`config.mk`:
```
export PLATFORM = sky130hd
export DESIGN_NAME = conv_scheduler_flat
export DESIGN_NICKNAME = d
export VERILOG_FILES = /design/src/rtl/conv_scheduler_if.sv /design/src/rtl/conv_scheduler.sv /design/src/flat_wrapper.sv
export SDC_FILE = /design/constraint.sdc
export NUM_CORES = 1
export LEC_CHECK = 0
export BUFFER_PORTS_ARGS = -buffer_cell sky130_fd_sc_hd__buf_2
export CAP_MARGIN = 20
export CORE_ASPECT_RATIO = 2
export CORE_MARGIN = 1.5
export CORE_UTILIZATION = 51
export CTS_CLUSTER_DIAMETER = 80
export CTS_CLUSTER_SIZE = 40
export DETAILED_ROUTE_END_ITERATION = 12
export GPL_TIMING_DRIVEN = 0
export PLACE_DENSITY = 0.78
export SYNTH_ARGS = -nofsm -noshare
export SYNTH_HDL_FRONTEND = slang
export SYNTH_SLANG_ARGS = --single-unit
```
`constraint.sdc`:
```
create_clock -name clock -period 1.9 [get_ports clock]
set_input_delay 0.38 -clock clock [delete_from_list [all_inputs] [get_ports clock]]
set_output_delay 0.38 -clock clock [all_outputs]
set_load 0.05 [all_outputs]
```
`src/rtl/conv_scheduler_if.sv`:
```
// Operand/result handshake bundle between requesters, consumer and the scheduler.
interface conv_scheduler_if #(
   parameter int WIDTH = 6,
   parameter int RES_W = 4
);
   logic             req0_valid;
   logic             req1_valid;
   logic [WIDTH-1:0] req0_a;
   logic [WIDTH-1:0] req0_b;
   logic [WIDTH-1:0] req1_a;
   logic [WIDTH-1:0] req1_b;
   logic             req0_ready;
   logic             req1_ready;
   logic             res_valid;
   logic [RES_W-1:0] res_data;
   logic             res_id;
   logic             res_ready;
   logic             busy;

   modport slave (
      input  req0_valid, req1_valid, req0_a, req0_b, req1_a, req1_b, res_ready,
      output req0_ready, req1_ready, res_valid, res_data, res_id, busy
   );

   modport master (
      output req0_valid, req1_valid, req0_a, req0_b, req1_a, req1_b, res_ready,
      input  req0_ready, req1_ready, res_valid, res_data, res_id, busy
   );
endinterface

```
`src/rtl/conv_scheduler.sv`:
```
// Two-requester bit-serial popcount(a & b) engine with alternating-priority grant.
//
// state | meaning
// IDLE  | waiting for a request; grant and ready are combinational
// RUN   | shifting one operand bit pair into the accumulator per edge
// DONE  | result presented, held until the consumer takes it
module conv_scheduler #(
   parameter int WIDTH = 6,
   parameter int RES_W = 4
) (
   input  logic              clock,
   input  logic              reset,
   conv_scheduler_if.slave   bus
);
   localparam int CNT_W = (WIDTH > 1) ? $clog2(WIDTH) : 1;

   typedef enum logic [1:0] {IDLE, RUN, DONE} state_t;

   state_t             state_q, state_d;
   logic [WIDTH-1:0]   sa_q, sb_q;
   logic [RES_W-1:0]   acc_q, acc_d;
   logic [CNT_W-1:0]   cnt_q;
   logic [RES_W-1:0]   res_q;
   logic               res_id_q;
   logic               id_q;
   logic               last_q;
   logic               gnt_vld, gnt_id;
   logic               accept, last_bit;
   logic               ready0, ready1, res_valid, busy;

   always_comb begin
      gnt_vld = bus.req0_valid | bus.req1_valid;
      // under contention the requester not served last wins
      gnt_id  = (bus.req0_valid & bus.req1_valid) ? ~last_q : bus.req1_valid;
   end

   assign last_bit = (cnt_q == CNT_W'(WIDTH-1));
   assign acc_d    = acc_q + {{(RES_W-1){1'b0}}, (sa_q[0] & sb_q[0])};

   always_ff @(posedge clock or negedge reset) begin
      if (!reset) state_q <= IDLE;
      else        state_q <= state_d;
   end

   always_comb begin
      state_d   = state_q;
      ready0    = 1'b0;
      ready1    = 1'b0;
      accept    = 1'b0;
      res_valid = 1'b0;
      busy      = 1'b1;
      case (state_q)
         IDLE: begin
            busy   = 1'b0;
            // gated by reset so no ready is shown while the block is held
            ready0 = reset & gnt_vld & ~gnt_id;
            ready1 = reset & gnt_vld & gnt_id;
            accept = gnt_vld;
            if (accept) state_d = RUN;
         end
         RUN: begin
            if (last_bit) state_d = DONE;
         end
         DONE: begin
            res_valid = 1'b1;
            if (bus.res_ready) state_d = IDLE;
         end
         default: state_d = IDLE;
      endcase
   end

   always_ff @(posedge clock or negedge reset) begin
      if (!reset) begin
         sa_q     <= '0;
         sb_q     <= '0;
         acc_q    <= '0;
         cnt_q    <= '0;
         res_q    <= '0;
         res_id_q <= 1'b0;
         id_q     <= 1'b0;
         last_q   <= 1'b1;
      end else begin
         case (state_q)
            IDLE: begin
               if (accept) begin
                  sa_q   <= gnt_id ? bus.req1_a : bus.req0_a;
                  sb_q   <= gnt_id ? bus.req1_b : bus.req0_b;
                  acc_q  <= '0;
                  cnt_q  <= '0;
                  id_q   <= gnt_id;
                  last_q <= gnt_id;
               end
            end
            RUN: begin
               acc_q <= acc_d;
               sa_q  <= sa_q >> 1;
               sb_q  <= sb_q >> 1;
               cnt_q <= cnt_q + CNT_W'(1);
               // separate result register keeps res_data stable across the next run
               if (last_bit) begin
                  res_q    <= acc_d;
                  res_id_q <= id_q;
               end
            end
            default: ;
         endcase
      end
   end

   assign bus.req0_ready = ready0;
   assign bus.req1_ready = ready1;
   assign bus.res_valid  = res_valid;
   assign bus.res_data   = res_q;
   assign bus.res_id     = res_id_q;
   assign bus.busy       = busy;
endmodule

```
`src/flat_wrapper.sv`:
```
// flat-port wrapper written by rule: the top's interface ports become plain ports
module conv_scheduler_flat 
#(
   parameter int WIDTH = 6,
   parameter int RES_W = 4
)
  (clock, reset, bus_req0_valid, bus_req1_valid, bus_req0_a, bus_req0_b, bus_req1_a, bus_req1_b, bus_res_ready, bus_req0_ready, bus_req1_ready, bus_res_valid, bus_res_data, bus_res_id, bus_busy);
  conv_scheduler_if #(.WIDTH(WIDTH), .RES_W(RES_W)) bus_i ();
  input  logic clock;
  input  logic reset;
  input wire logic [$bits(bus_i.req0_valid)-1:0] bus_req0_valid;
  input wire logic [$bits(bus_i.req1_valid)-1:0] bus_req1_valid;
  input wire logic [$bits(bus_i.req0_a)-1:0] bus_req0_a;
  input wire logic [$bits(bus_i.req0_b)-1:0] bus_req0_b;
  input wire logic [$bits(bus_i.req1_a)-1:0] bus_req1_a;
  input wire logic [$bits(bus_i.req1_b)-1:0] bus_req1_b;
  input wire logic [$bits(bus_i.res_ready)-1:0] bus_res_ready;
  output wire logic [$bits(bus_i.req0_ready)-1:0] bus_req0_ready;
  output wire logic [$bits(bus_i.req1_ready)-1:0] bus_req1_ready;
  output wire logic [$bits(bus_i.res_valid)-1:0] bus_res_valid;
  output wire logic [$bits(bus_i.res_data)-1:0] bus_res_data;
  output wire logic [$bits(bus_i.res_id)-1:0] bus_res_id;
  output wire logic [$bits(bus_i.busy)-1:0] bus_busy;
  assign bus_i.req0_valid = bus_req0_valid;
  assign bus_i.req1_valid = bus_req1_valid;
  assign bus_i.req0_a = bus_req0_a;
  assign bus_i.req0_b = bus_req0_b;
  assign bus_i.req1_a = bus_req1_a;
  assign bus_i.req1_b = bus_req1_b;
  assign bus_i.res_ready = bus_res_ready;
  assign bus_req0_ready = bus_i.req0_ready;
  assign bus_req1_ready = bus_i.req1_ready;
  assign bus_res_valid = bus_i.res_valid;
  assign bus_res_data = bus_i.res_data;
  assign bus_res_id = bus_i.res_id;
  assign bus_busy = bus_i.busy;
  conv_scheduler #(.WIDTH(WIDTH), .RES_W(RES_W)) u_core (.clock(clock), .reset(reset), .bus(bus_i));
endmodule
```
# After elaboration in Yosys (flattened, before gate mapping)
# Cells that the tools add are included.
# classes
n_addsub	2
n_mux	20
n_reduce_logical	6
bitwise_logic	8
n_eq_ne	7
# op_table
cell	count
2-to-1 mux 6 bit	4
case mux 6 bit (2 select lines)	2
case mux 4 bit (2 select lines)	1
2-to-1 mux 1 bit	6
2-to-1 mux 2 bit	3
inequality test 2 x 1 -> 1 bit, second input constant	3
case mux 2 bit (3 select lines)	1
case mux 3 bit (2 select lines)	1
AND reduction 2 bit	3
AND 1 bit	5
adder 4 x 1 -> 4 bit	1
2-to-1 mux 4 bit	1
adder 3 x 1 -> 3 bit, second input constant	1
equality test 3 bit, second input constant	1
2-to-1 mux 3 bit	1
AND reduction 3 bit	1
equality test 2 x 1 -> 1 bit, second input constant	1
equality test 2 bit, second input constant	1
zero test 2 bit	1
inequality test 2 bit, second input constant	1
NOT 1 bit	2
nonzero test 2 bit	1
bitwise OR 1 bit	1
# word_totals
out_inout_bits	9
elab_cells	52
input_bits	29
ff_bits	28

# Longest topological paths before layout
# Gate-level depths: netlist (run 1).
# logic_depth
word_depth	5
mapped_depth	6
ltp_nobuf	6

# Least setup slack after synthesis (run 1)
# Ideal clock, no wire load.
# synth_path
kind	register to output
start	register u_core.state_q[0]
end	output port bus_req1_ready
arrival_ps	1330
n_path_buf	2
required_ps	1520
path_stages_with_launch	5
setup_slack_ps	190
cell_sequence	dfrtp_1 > buf_4 > nor2_2 > buf_2 > and3_1
# synth_via
elab_chain_len	2
# synth_rtl
item	line_no	rtl
start: declaration	conv_scheduler.sv:19	state_t state_q, state_d;
start signal: assignment	conv_scheduler.sv:42	else state_q <= state_d;
zero test 2 bit	conv_scheduler.sv:52	case (state_q)
2-to-1 mux 1 bit	conv_scheduler.sv:52	
end: declaration	flat_wrapper.sv:19	output wire logic [$bits(bus_i.req1_ready)-1:0] bus_req1_ready;
# Every way passes these cells.

# Final worst setup path (run 1)
# layout_path
start	register u_core.state_q[1]
end	output port bus_req0_ready
# layout_via
elab_chain_len	2
# layout_rtl
item	line_no	rtl
zero test 2 bit	conv_scheduler.sv:52	
2-to-1 mux 1 bit	conv_scheduler.sv:52	
end: declaration	flat_wrapper.sv:18	output wire logic [$bits(bus_i.req0_ready)-1:0] bus_req0_ready;
# Every way passes these cells.

==> results of run 1 <==
placed cells by master (no fill, tap or decap), types with 2 or more instances in the layout:
cell type  count
buf_2         38
dfrtp_1       27
nand3_1       22
o21ai_0       18
a32oi_1       10
buf_4          7
inv_1          4
nand2b_1       4
and3_1         4
clkbuf_1       4
ha_1           4
buf_6          3
a22o_1         3
nand2_1        3
mux2_2         3
clkbuf_8       3
and2_1         2
nor2b_1        2
a221o_1        2
worst max-delay path, cell delays in order, from the launching register on:
cell	delay [ns]
dfrtp_1	0.41
buf_4	0.16
nor3b_4	0.22
and3_1	0.19
buf_4	0.20
state kept, by name (all words and copies together), names as in the netlist:
signal	flops
u_core.sb_q	6
u_core.bus.res_id	1
u_core.last_q	1
u_core.state_q	2
u_core.id_q	1
u_core.cnt_q	3
u_core.sa_q	6
u_core.acc_q	4
u_core.bus.res_data	4
per-stage QoR:
| step | total power [mW] | utilization [%] |
|---|---|---|
| 4_1_cts | 2.40 | 66.3 |
| 3_3_place_gp | 1.99 | 63.1 |
| 5_1_grt | 2.59 | 67.3 |
| 6_report | 2.42 | 67.3 |
| 3_5_place_dp | 2.04 | 63.1 |
| 2_1_floorplan | 1.75 | - |
routing by layer:
layer / wire [um] / global-route usage, % / up-vias
met1: 1230 / 28.6 / 609
met5: 0 / 0 / -
met3: 147 / 1.73 / 6
li1: - / - / 591
met2: 1840 / 42.7 / 43
met4: 46 / 9.31 / 0
power by group:
group	switching, mW	internal, mW	total [mW]	leakage, nW
logic	0.676	0.440	1.12	0.481
registers	0.150	0.832	0.982	0.363
clock network	0.176	0.150	0.326	0.0228
total	1.00	1.42	2.42	0.867
Yosys cell counts, drive strengths merged (3+ instances only):
cell,count,area [sq um]
mux2,3,33.8
clkbuf,3,11.3
o21ai,18,90.1
buf,7,43.8
and3,4,25.0
inv,4,15.0
a32oi,10,87.6
nand3,22,110
nand2,3,11.3
nand2b,4,25.0
dfrtp,27,676
ha,4,50.1
a22o,3,26.3
repair_timing:
action	4_1_cts	5_1_grt
hold buffers	0	0
endpoints found under the setup margin	3	2
resized for setup	9	1
pin swaps	1	1
setup buffers	1	3
area by class of cell:
class                   count  share of cell area, %
well taps                  28                   2.03
flip-flops and latches     28                   40.6
multi-input cells          92                   37.3
repair buffers             41                   13.0
plain buffers              10                   3.69
clock buffers               4                   2.60
inverters                   4                  0.868
final timing paths:
check / endpoint / depth (start not counted)
min: u_core.bus.res_id$_DFFE_PN0P_ / 1
min in group clock: u_core.state_q[1]$_DFFE_PN0P_ / 2
max in group asynchronous: u_core.cnt_q[0]$_DFFE_PN0P_ / 1
max: bus_req0_ready / 4
max reg2reg: u_core.sb_q[4]$_DFFE_PN0P_ / 5
min reg2reg: u_core.bus.res_data[3]$_DFFE_PN0P_ / 2
kinds of logic after synthesis:
group	Yosys count	synth area share [%]
flops	28	50.1
xor+xnor	2	1.25
buf+inv	14	5.00
fa+ha+maj	4	3.57
compound gates	40	19.7
simple gates	42	17.2
mux	4	3.12
==> summary.txt, run 1 <==
Outcome
  – Outcome: finished clean

STA
  – Unrepaired setup endpoints after global routing: no
  – Fmax: 547 MHz
  – Final Max Tran Viols: 0
  – Setup ws final: 0.0710 ns
  – Final setup fails: 0
  – Crit path time final: 1.83 ns
  – Worst Tran Pin Value: 0.635 ns
  – Crit share post-route: 96.3%
  – Max_slew headroom: 57.6%
  – Hold Violations, Final: 0
  – Min Hold Slack: 0.117 ns
  – Setup TNS: 0 ns
  – Setup Skew: 0.00189 ns

Setup path
  – CP startpoint kind: flop
  – Worst endpoint required time: 1.52 ns
  – R2R Path Start: u_core.state_q[0]$_DFFE_PN0P_
  – Critical path class: reg -> out
  – Reg2Reg Setup Slack: 0.27 ns
  – Worst EP arrival: 1.45 ns
  – Critical Path Start: u_core.state_q[1]$_DFFE_PN0P_
  – Crit end category: primary output
  – Critical path peak fanout: 2

Final layout
  – Post-route insts no fill: 207
  – Share of layout cells above drive strength 1: 33.0%
  – Fillers: 217
  – Design area: 0.00173 sq mm
  – Register area: 702 sq um
  – Area Overhead vs Synth: 23.4%
  – Area of the multi-input gates: 644 sq um
  – Antenna diodes: 0
  – Final Net Count: 213

Clock network
  – Clock-pin slew on the worst setup and hold paths: 0.09 ns
  – CTS Sinks: 28
  – Clk root buf: clkbuf_8
  – Clock buffer depth: 2
  – Total CTS buffers: 3
  – Latest clock arrival within the worst-skew pair: 0.27 ns
  – H-Tree Depth: 1
  – CTS tree: built

Placement
  – Detail Placement HPWL: 2450 um
  – Port Buffers: 37
  – DP Cell Count: 199
  – RePlAce Congestion: 0.792
  – DP Worst Slack: 0.0205 ns
  – Placed cell areas: 0.00162 sq mm

Die
  – Io pins: 38
  – Die area: 0.00309 sq mm
  – Die Span Y: 77.1 um
  – Die width: 40.1 um
  – Starting Density: 54.5%
  – FP Rows: 26
  – Area of the core: 0.00257 sq mm

Detailed routing
  – Remaining antenna violation count: 0
  – Vias: 1249
  – Number of remaining DRC errors: 0
  – Initial DRT Pass Iterations: 4
  – DRT Wirelength: 3270 um
  – DRT iter0 DRCs: 35
  – Routed length per instance: 15.8 um
  – Vias per cell: 6.03

Logic synthesis
  – Ys flop type: dfrtp_1
  – Syn avg cell area: 10.5 sq um
  – Post-synth EDFFs: 0
  – Seq cells post-synth: 28
  – Post-synthesis instance total: 134
  – Register area share after synthesis: 50.1%
  – Syn Nets: 167
  – Async set or reset register ratio after synthesis: 100%
  – Synth Cell Area: 0.00140 sq mm
  – Yosys warns: 0
  – Unique cell type count in the Yosys netlist: 34

Global routing
  – Antenna violations before repair: 0
  – Total track usage: 24.5%
  – First-pass GRT wire length: 5430 um
  – GR Overflow Total: 0
  – Largest net degree at the start of global routing: 31
  – Vias in the first global route: 1278

Job
  – Maxcap violations: 0

Power and ir drop
  – Lkg Pwr: 0.867 nW
  – Pwr per Cell Area: 1400 mW/mm^2
  – Peak supply drop: 756 uV

Hold path
  – Hold Crit Class: in -> async
Power figures use the tool's default switching activity.
==> run 2: changes to the inputs <==
clock period = 1.82 ns   (was 1.9 ns; I/O delays follow)
==> run 2 against run 1 <==
Final cell count increased by 2.4%. Critical path depth down 1. Largest cell class unchanged. Global-route usage unchanged. Hold slack got worse by 0.012 ns. Flip-flop and latch count unchanged. Power rose by 8.0%. Non-clock buffer count is 5 higher. Design area rose by 3.0%. Clock power up 4%. Register-to-register slack got worse by 0.10 ns. Via count grew 0.56%.
==> summary.txt, run 2 (same netlist as run 1, synthesis figures left out) <==
Power and ir drop
  – Net Sw Power: 1.08 mW (+7.4%)
  – Peak supply drop: 824 uV (+8.9%)
  – Lkg Pwr: 0.899 nW (+3.6%)
  – Sw Ratio: 41.1% (-0.26 points)
  – Comb power frac: 47.6% (+1.6 points)
  – Seq pwr share: 39.5% (-1.0 points)
  – Power Internal: 1.54 mW (+8.5%)
  – Share of total power in the clock network: 12.9% (-0.5 points)
  – Pwr per Cell Area: 1470 mW/mm^2 (+4.9%)
  – Pwr Total: 2.62 mW (+8.0%)

Detailed routing
  – Vias per cell: 5.92 (-1.8%)
  – Remaining antenna violation count: 0 (unchanged)
  – Number of remaining DRC errors: 0 (unchanged)
  – Vias: 1256 (+0.56%)
  – DRT iter0 DRCs: 32 (-8.6%)
  – DRT Wirelength: 3410 um (+4.4%)
  – Initial DRT Pass Iterations: 4 (unchanged)
  – Routed length per instance: 16.1 um (+1.9%)

Die
  – Die width: 40.1 um (unchanged)
  – Die Span Y: 77.1 um (unchanged)
  – FP Rows: 26 (unchanged)
  – Io pins: 38 (unchanged)
  – Die area: 0.00309 sq mm (unchanged)
  – Starting Density: 54.5% (unchanged)
  – Area of the core: 0.00257 sq mm (unchanged)

Clock network
  – CTS tree: built
  – Total CTS buffers: 3 (unchanged)
  – CTS Sinks: 28 (unchanged)
  – Latest clock arrival within the worst-skew pair: 0.27 ns (about the same)
  – Clock-pin slew on the worst setup and hold paths: 0.09 ns (about the same)
  – Clock buffer depth: 2 (unchanged)
  – Clk root buf: clkbuf_8
  – H-Tree Depth: 1 (unchanged)

Global routing
  – Largest net degree at the start of global routing: 31 (unchanged)
  – Total track usage: 24.5% (unchanged)
  – Antenna violations before repair: 0 (unchanged)
  – First-pass GRT wire length: 5430 um (unchanged)
  – Vias in the first global route: 1282 (+0.31%)
  – GR Overflow Total: 0 (unchanged)

STA
  – Final setup fails: 0 (unchanged)
  – Max_slew headroom: 57.7% (about the same)
  – Unrepaired setup endpoints after global routing: yes
  – Crit path time final: 1.78 ns
  – Fmax: 560 MHz
  – Final Max Tran Viols: 0 (unchanged)
  – Min Hold Slack: 0.105 ns (-0.0123 ns)
  – Hold Violations, Final: 0 (unchanged)
  – Crit share post-route: 98.0%
  – Worst Tran Pin Value: 0.635 ns (-0.000600 ns)
  – Setup Skew: 0.00425 ns (+0.00236 ns)

Final layout
  – Final core utilization: 69.3% (+2.0 points)
  – Area of the multi-input gates: 652 sq um (+1.2%)
  – Post-route insts no fill: 212 (+2.4%)
  – Register area: 702 sq um (unchanged)
  – Antenna diodes: 0 (unchanged)
  – Area Overhead vs Synth: 27.1%
  – Final Net Count: 218 (+2.3%)
  – Regs by FF count: u_core.sa_q: 6 flops, u_core.sb_q: 6 flops
  – Share of layout cells above drive strength 1: 34.8% (+1.8 points)
  – Fillers: 206 (-5.1%)
  – Most frequent cells in the layout: buf_2 (38), dfrtp_1 (27), nand3_1 (22)
  – Most common cell after layout, fill and taps aside: buf_2

Outcome
  – Outcome: finished clean

Placement
  – RePlAce Congestion: 0.792 (unchanged)
  – DP Cell Count: 199 (unchanged)
  – Detail Placement HPWL: 2450 um (unchanged)
  – Port Buffers: 37 (unchanged)

Setup path
  – Worst EP arrival: 1.42 ns (-0.03 ns)
  – CP max stage delay: 0.59 ns (+0.18 ns)
  – Cell Chain, Critical Path: nand2b_1 -> and3_1 -> buf_6
  – Worst endpoint required time: 1.46 ns (-0.06 ns)
  – Critical path class: reg -> out
  – Critical path peak fanout: 5 (+3)
  – Crit end category: primary output
  – CP startpoint kind: flop
  – Critical path's slowest cell: dfstp_2

Job
  – Maxcap violations: 0 (unchanged)

Hold path
  – Hold Crit Class: in -> async
-- run 2: cell types whose count changed in the layout (fill, tap and decap cells not counted), sizes merged --
cell and delta:
buf +5
-- run 2: worst max-delay path: cells and delay by family (launching register included) --
family	cells	cell delay [ns]
buf+inv	1	0.16
flops	1	0.59
simple gates	2	0.40
-- run 2: per-layer routing --
metal | vias up | routed length, um | global-route usage (%)
met1 | 610 | 1290 | 28.6
met4 | 0 | 46 | 9.31
met2 | 40 | 1940 | 42.7
met5 | - | 0 | 0
met3 | 5 | 132 | 1.73
li1 | 601 | - | -
-- run 2: path summary, 6_finish.rpt --
kind                                                      end                          startpoint  cells after the start  slack (ns)
setup / recovery                               bus_req0_ready           u_core.last_q$_DFFE_PN1P_                      3        0.04
hold / removal                        u_core.id_q$_DFFE_PN0P_                               reset                      1        0.10
setup reg to reg                   u_core.sb_q[4]$_DFFE_PN0P_       u_core.state_q[0]$_DFFE_PN0P_                      5        0.17
hold reg to reg            u_core.bus.res_data[3]$_DFFE_PN0P_  u_core.bus.res_data[3]$_DFFE_PN0P_                      2        0.49
max in group asynchronous  u_core.bus.res_data[2]$_DFFE_PN0P_                               reset                      1        1.30
min in group clock              u_core.state_q[1]$_DFFE_PN0P_                       bus_res_ready                      2        0.28
-- run 2: layout make-up --
type                       count  share of cell area [%]
multi-input combinational     92                    36.6
buffer                         9                    3.37
tap                           28                    1.97
inverter                       4                   0.843
timing repair buffer          47                    15.3
clock buffer                   4                    2.53
sequential                    28                    39.4
-- run 2: timing repair --
item | in CTS | in global routing
endpoints found under the setup margin | 3 | 3
gates resized for setup | 9 | 4
pin swaps | 1 | 3
hold buffers | 0 | 0
buffers inserted | 1 | 9
-- run 2: power by group through the flow --
stage                     registers, mW  logic [mW]  clock network, mW
after floorplan                    1.15       0.675                  0
after global placement             1.02        1.06                  0
after detailed placement           1.04        1.09                  0
after CTS                          1.03        1.14              0.346
after global routing               1.06        1.35              0.372
final                              1.03        1.25              0.338
-- run 2: stage by stage --
step                setup TNS, ns  area, sq um  worst slack [ns]
floorplan                       0         1400             0.126
global placement          -0.0193         1620           -0.0193
detailed placement        -0.0275         1620           -0.0275
CTS                       -0.0564         1700           -0.0564
global route              -0.0225         1780           -0.0150
finish                          0         1780            0.0356
==> run 3: changes to the inputs <==
CORE_MARGIN = 2   (was 1.5)
SLEW_MARGIN = 25   (was unset)
==> run 3 against run 2 <==
Via count rose by 2.1%. Largest power group unchanged. Clock power barely moved. Largest cell class unchanged. Final cell count fell by 0.47%. Critical endpoint is now bus_req1_ready. Utilization did not move. Maximum frequency rose by 0.66%.
==> summary.txt, run 3 (same netlist as run 1, synthesis figures left out) <==
Outcome
  – Outcome: finished clean

Power and ir drop
  – Share of total power in the clock network: 12.9% (about the same)
  – Power Internal: 1.53 mW (-0.74%)
  – Lkg Pwr: 0.889 nW (-1.1%)
  – Seq pwr share: 39.4% (about the same)
  – Peak supply drop: 712 uV (-14%)
  – Pwr Total: 2.62 mW (+0.14%)
  – Net Sw Power: 1.09 mW (+1.4%)
  – Comb power frac: 47.6% (about the same)
  – Sw Ratio: 41.6% (+0.52 points)
  – Pwr per Cell Area: 1470 mW/mm^2 (+0.14%)

Final layout
  – Regs by FF count: u_core.sa_q: 6 flops, u_core.sb_q: 6 flops
  – Area Overhead vs Synth: 27.1% (unchanged)
  – Register area: 703 sq um (+0.18%)
  – Antenna diodes: 0 (unchanged)
  – Final Net Count: 217 (-0.46%)
  – Area of the multi-input gates: 654 sq um (+0.38%)
  – Most frequent cells in the layout: buf_2 (38), dfrtp_1 (26), nand3_1 (22)
  – Fillers: 199 (-3.4%)
  – Most common cell after layout, fill and taps aside: buf_2
  – Share of layout cells above drive strength 1: 36.1% (+1.3 points)
  – Final core utilization: 69.3% (unchanged)

Placement
  – Detail Placement HPWL: 2630 um (+7.4%)
  – Port Buffers: 37 (unchanged)
  – DP Worst Slack: -0.0332 ns (-0.00574 ns)
  – RePlAce Congestion: 0.821 (+3.6%)

Die
  – Die Span Y: 78.1 um (+1.3%)
  – Io pins: 38 (unchanged)
  – Die width: 41.1 um (+2.5%)
  – Die area: 0.00321 sq mm (+3.8%)
  – Starting Density: 54.5% (unchanged)
  – FP Rows: 26 (unchanged)
  – Area of the core: 0.00257 sq mm (unchanged)

STA
  – Final setup fails: 0 (unchanged)
  – Fmax: 564 MHz (+0.66%)
  – Final Max Tran Viols: 0 (unchanged)
  – Hold Violations, Final: 0 (unchanged)
  – Setup Skew: 0.00813 ns (+0.00388 ns)
  – Unrepaired setup endpoints after global routing: yes
  – Crit path time final: 1.77 ns (-0.0116 ns)
  – Max_slew headroom: 57.1% (-0.59 points)
  – Crit share post-route: 97.4% (-0.64 points)
  – Setup TNS: 0 ns (unchanged)
  – Setup ws final: 0.0472 ns (+0.0116 ns)
  – Min Hold Slack: 0.106 ns (+0.000804 ns)
  – Worst Tran Pin Value: 0.644 ns (+0.00886 ns)

Setup path
  – Critical path peak fanout: 10 (+5)
  – Reg2Reg Setup Slack: 0.30 ns (+0.13 ns)
  – Cell Chain, Critical Path: buf_6 -> nor2_4 -> buf_6 -> and3_4 -> buf_8
  – Worst EP arrival: 1.41 ns (about the same)
  – Critical path's slowest cell: dfrtp_1
  – Crit path top cell by count: buf_6
  – R2R Path Start: u_core.state_q[1]$_DFFE_PN0P_
  – RR Endpoint: u_core.sb_q[2]$_DFFE_PN0P_
  – CP max stage delay: 0.40 ns (-0.19 ns)
  – Crit end category: primary output
  – Worst reg2reg path depth: 7 (+2)
  – Critical path class: reg -> out
  – Worst endpoint required time: 1.46 ns (about the same)
  – CP startpoint kind: flop

Clock network
  – Cts hold-fix bufs: 0 (unchanged)
  – H-Tree Depth: 1 (unchanged)
  – Latest clock arrival within the worst-skew pair: 0.27 ns (about the same)
  – CTS tree: built
  – Clock buffer depth: 2 (unchanged)
  – Clk root buf: clkbuf_8
  – Clock-pin slew on the worst setup and hold paths: 0.09 ns (about the same)
  – CTS Sinks: 28 (unchanged)
  – Total CTS buffers: 3 (unchanged)

Global routing
  – GR Overflow Total: 0 (unchanged)
  – First-pass GRT wire length: 5870 um (+8.0%)
  – Vias in the first global route: 1324 (+3.3%)
  – Antenna violations before repair: 0 (unchanged)
  – Largest net degree at the start of global routing: 31 (unchanged)
  – Total track usage: 25.3% (+0.73 points)

Detailed routing
  – Number of remaining DRC errors: 0 (unchanged)
  – Vias: 1282 (+2.1%)
  – DRT Wirelength: 3530 um (+3.6%)
  – Initial DRT Pass Iterations: 4 (unchanged)
  – Vias per cell: 6.08 (+2.6%)
  – Remaining antenna violation count: 0 (unchanged)
  – DRT iter0 DRCs: 21 (-34%)
  – Routed length per instance: 16.7 um (+4.1%)

Job
  – Maxcap violations: 0 (unchanged)

Hold path
  – Hold Crit Class: in -> async
-- run 3: through the flow --
step                      cells  cell area, sq um
after floorplan             134              1400
after global placement      199              1620
after detailed placement    199              1620
after CTS                   206              1720
after global routing        211              1780
final                       211              1780
-- run 3: area by class of cell --
class,instances,share of cell area [%]
sequential,28,39.5
multi-input combinational,92,36.7
timing repair buffer,45,14.7
buffer,10,3.79
clock buffer,4,2.53
tap,28,1.97
inverter,4,0.843
-- run 3: what timing repair did --
action	in CTS	in global routing
resized for setup	11	5
setup endpoints to repair	3	2
setup buffers	3	5
pin swaps	2	3
-- run 3: worst max path at each step --
stage | from | end | slack, ns | cells after the start
floorplan | u_core.state_q[0]$_DFFE_PN0P_ | bus_req1_ready | 0.13 | 4
finish | u_core.state_q[0]$_DFFE_PN0P_ | bus_req1_ready | 0.05 | 5
global placement | bus_req1_valid | bus_req1_ready | -0.01 | 5
CTS | u_core.state_q[0]$_DFFE_PN0P_ | bus_req1_ready | 0.0007 | 5
detailed placement | bus_req1_valid | bus_req1_ready | -0.03 | 5
global route | u_core.state_q[0]$_DFFE_PN0P_ | bus_req1_ready | -0.007 | 5
-- run 3: critical path, delay by kind of cell (launching register included) --
kind                   cells  cell delay [ns]
buffers and inverters      3             0.41
flip-flops                 1             0.40
AND/OR/NAND/NOR            2             0.31
-- run 3: per-layer routing --
layer | vias to the layer above | routed length, um | global-route usage (%) | share of wire [%]
met4 | 0 | 35 | 9.33 | 0.99
met2 | 53 | 2050 | 43.1 | 58
met3 | 6 | 157 | 2.26 | 4.4
met1 | 620 | 1290 | 30.2 | 37
li1 | 603 | - | - | -
met5 | - | 0 | 0 | 0
-- run 3: power by group through the flow --
stage / Sequential [mW] / Combinational [mW] / Clock (mW)
2_1_floorplan: 1.15 / 0.675 / 0
3_3_place_gp: 1.02 / 1.06 / 0
3_5_place_dp: 1.04 / 1.11 / 0
4_1_cts: 1.03 / 1.18 / 0.344
5_1_grt: 1.07 / 1.35 / 0.373
6_report: 1.03 / 1.25 / 0.339
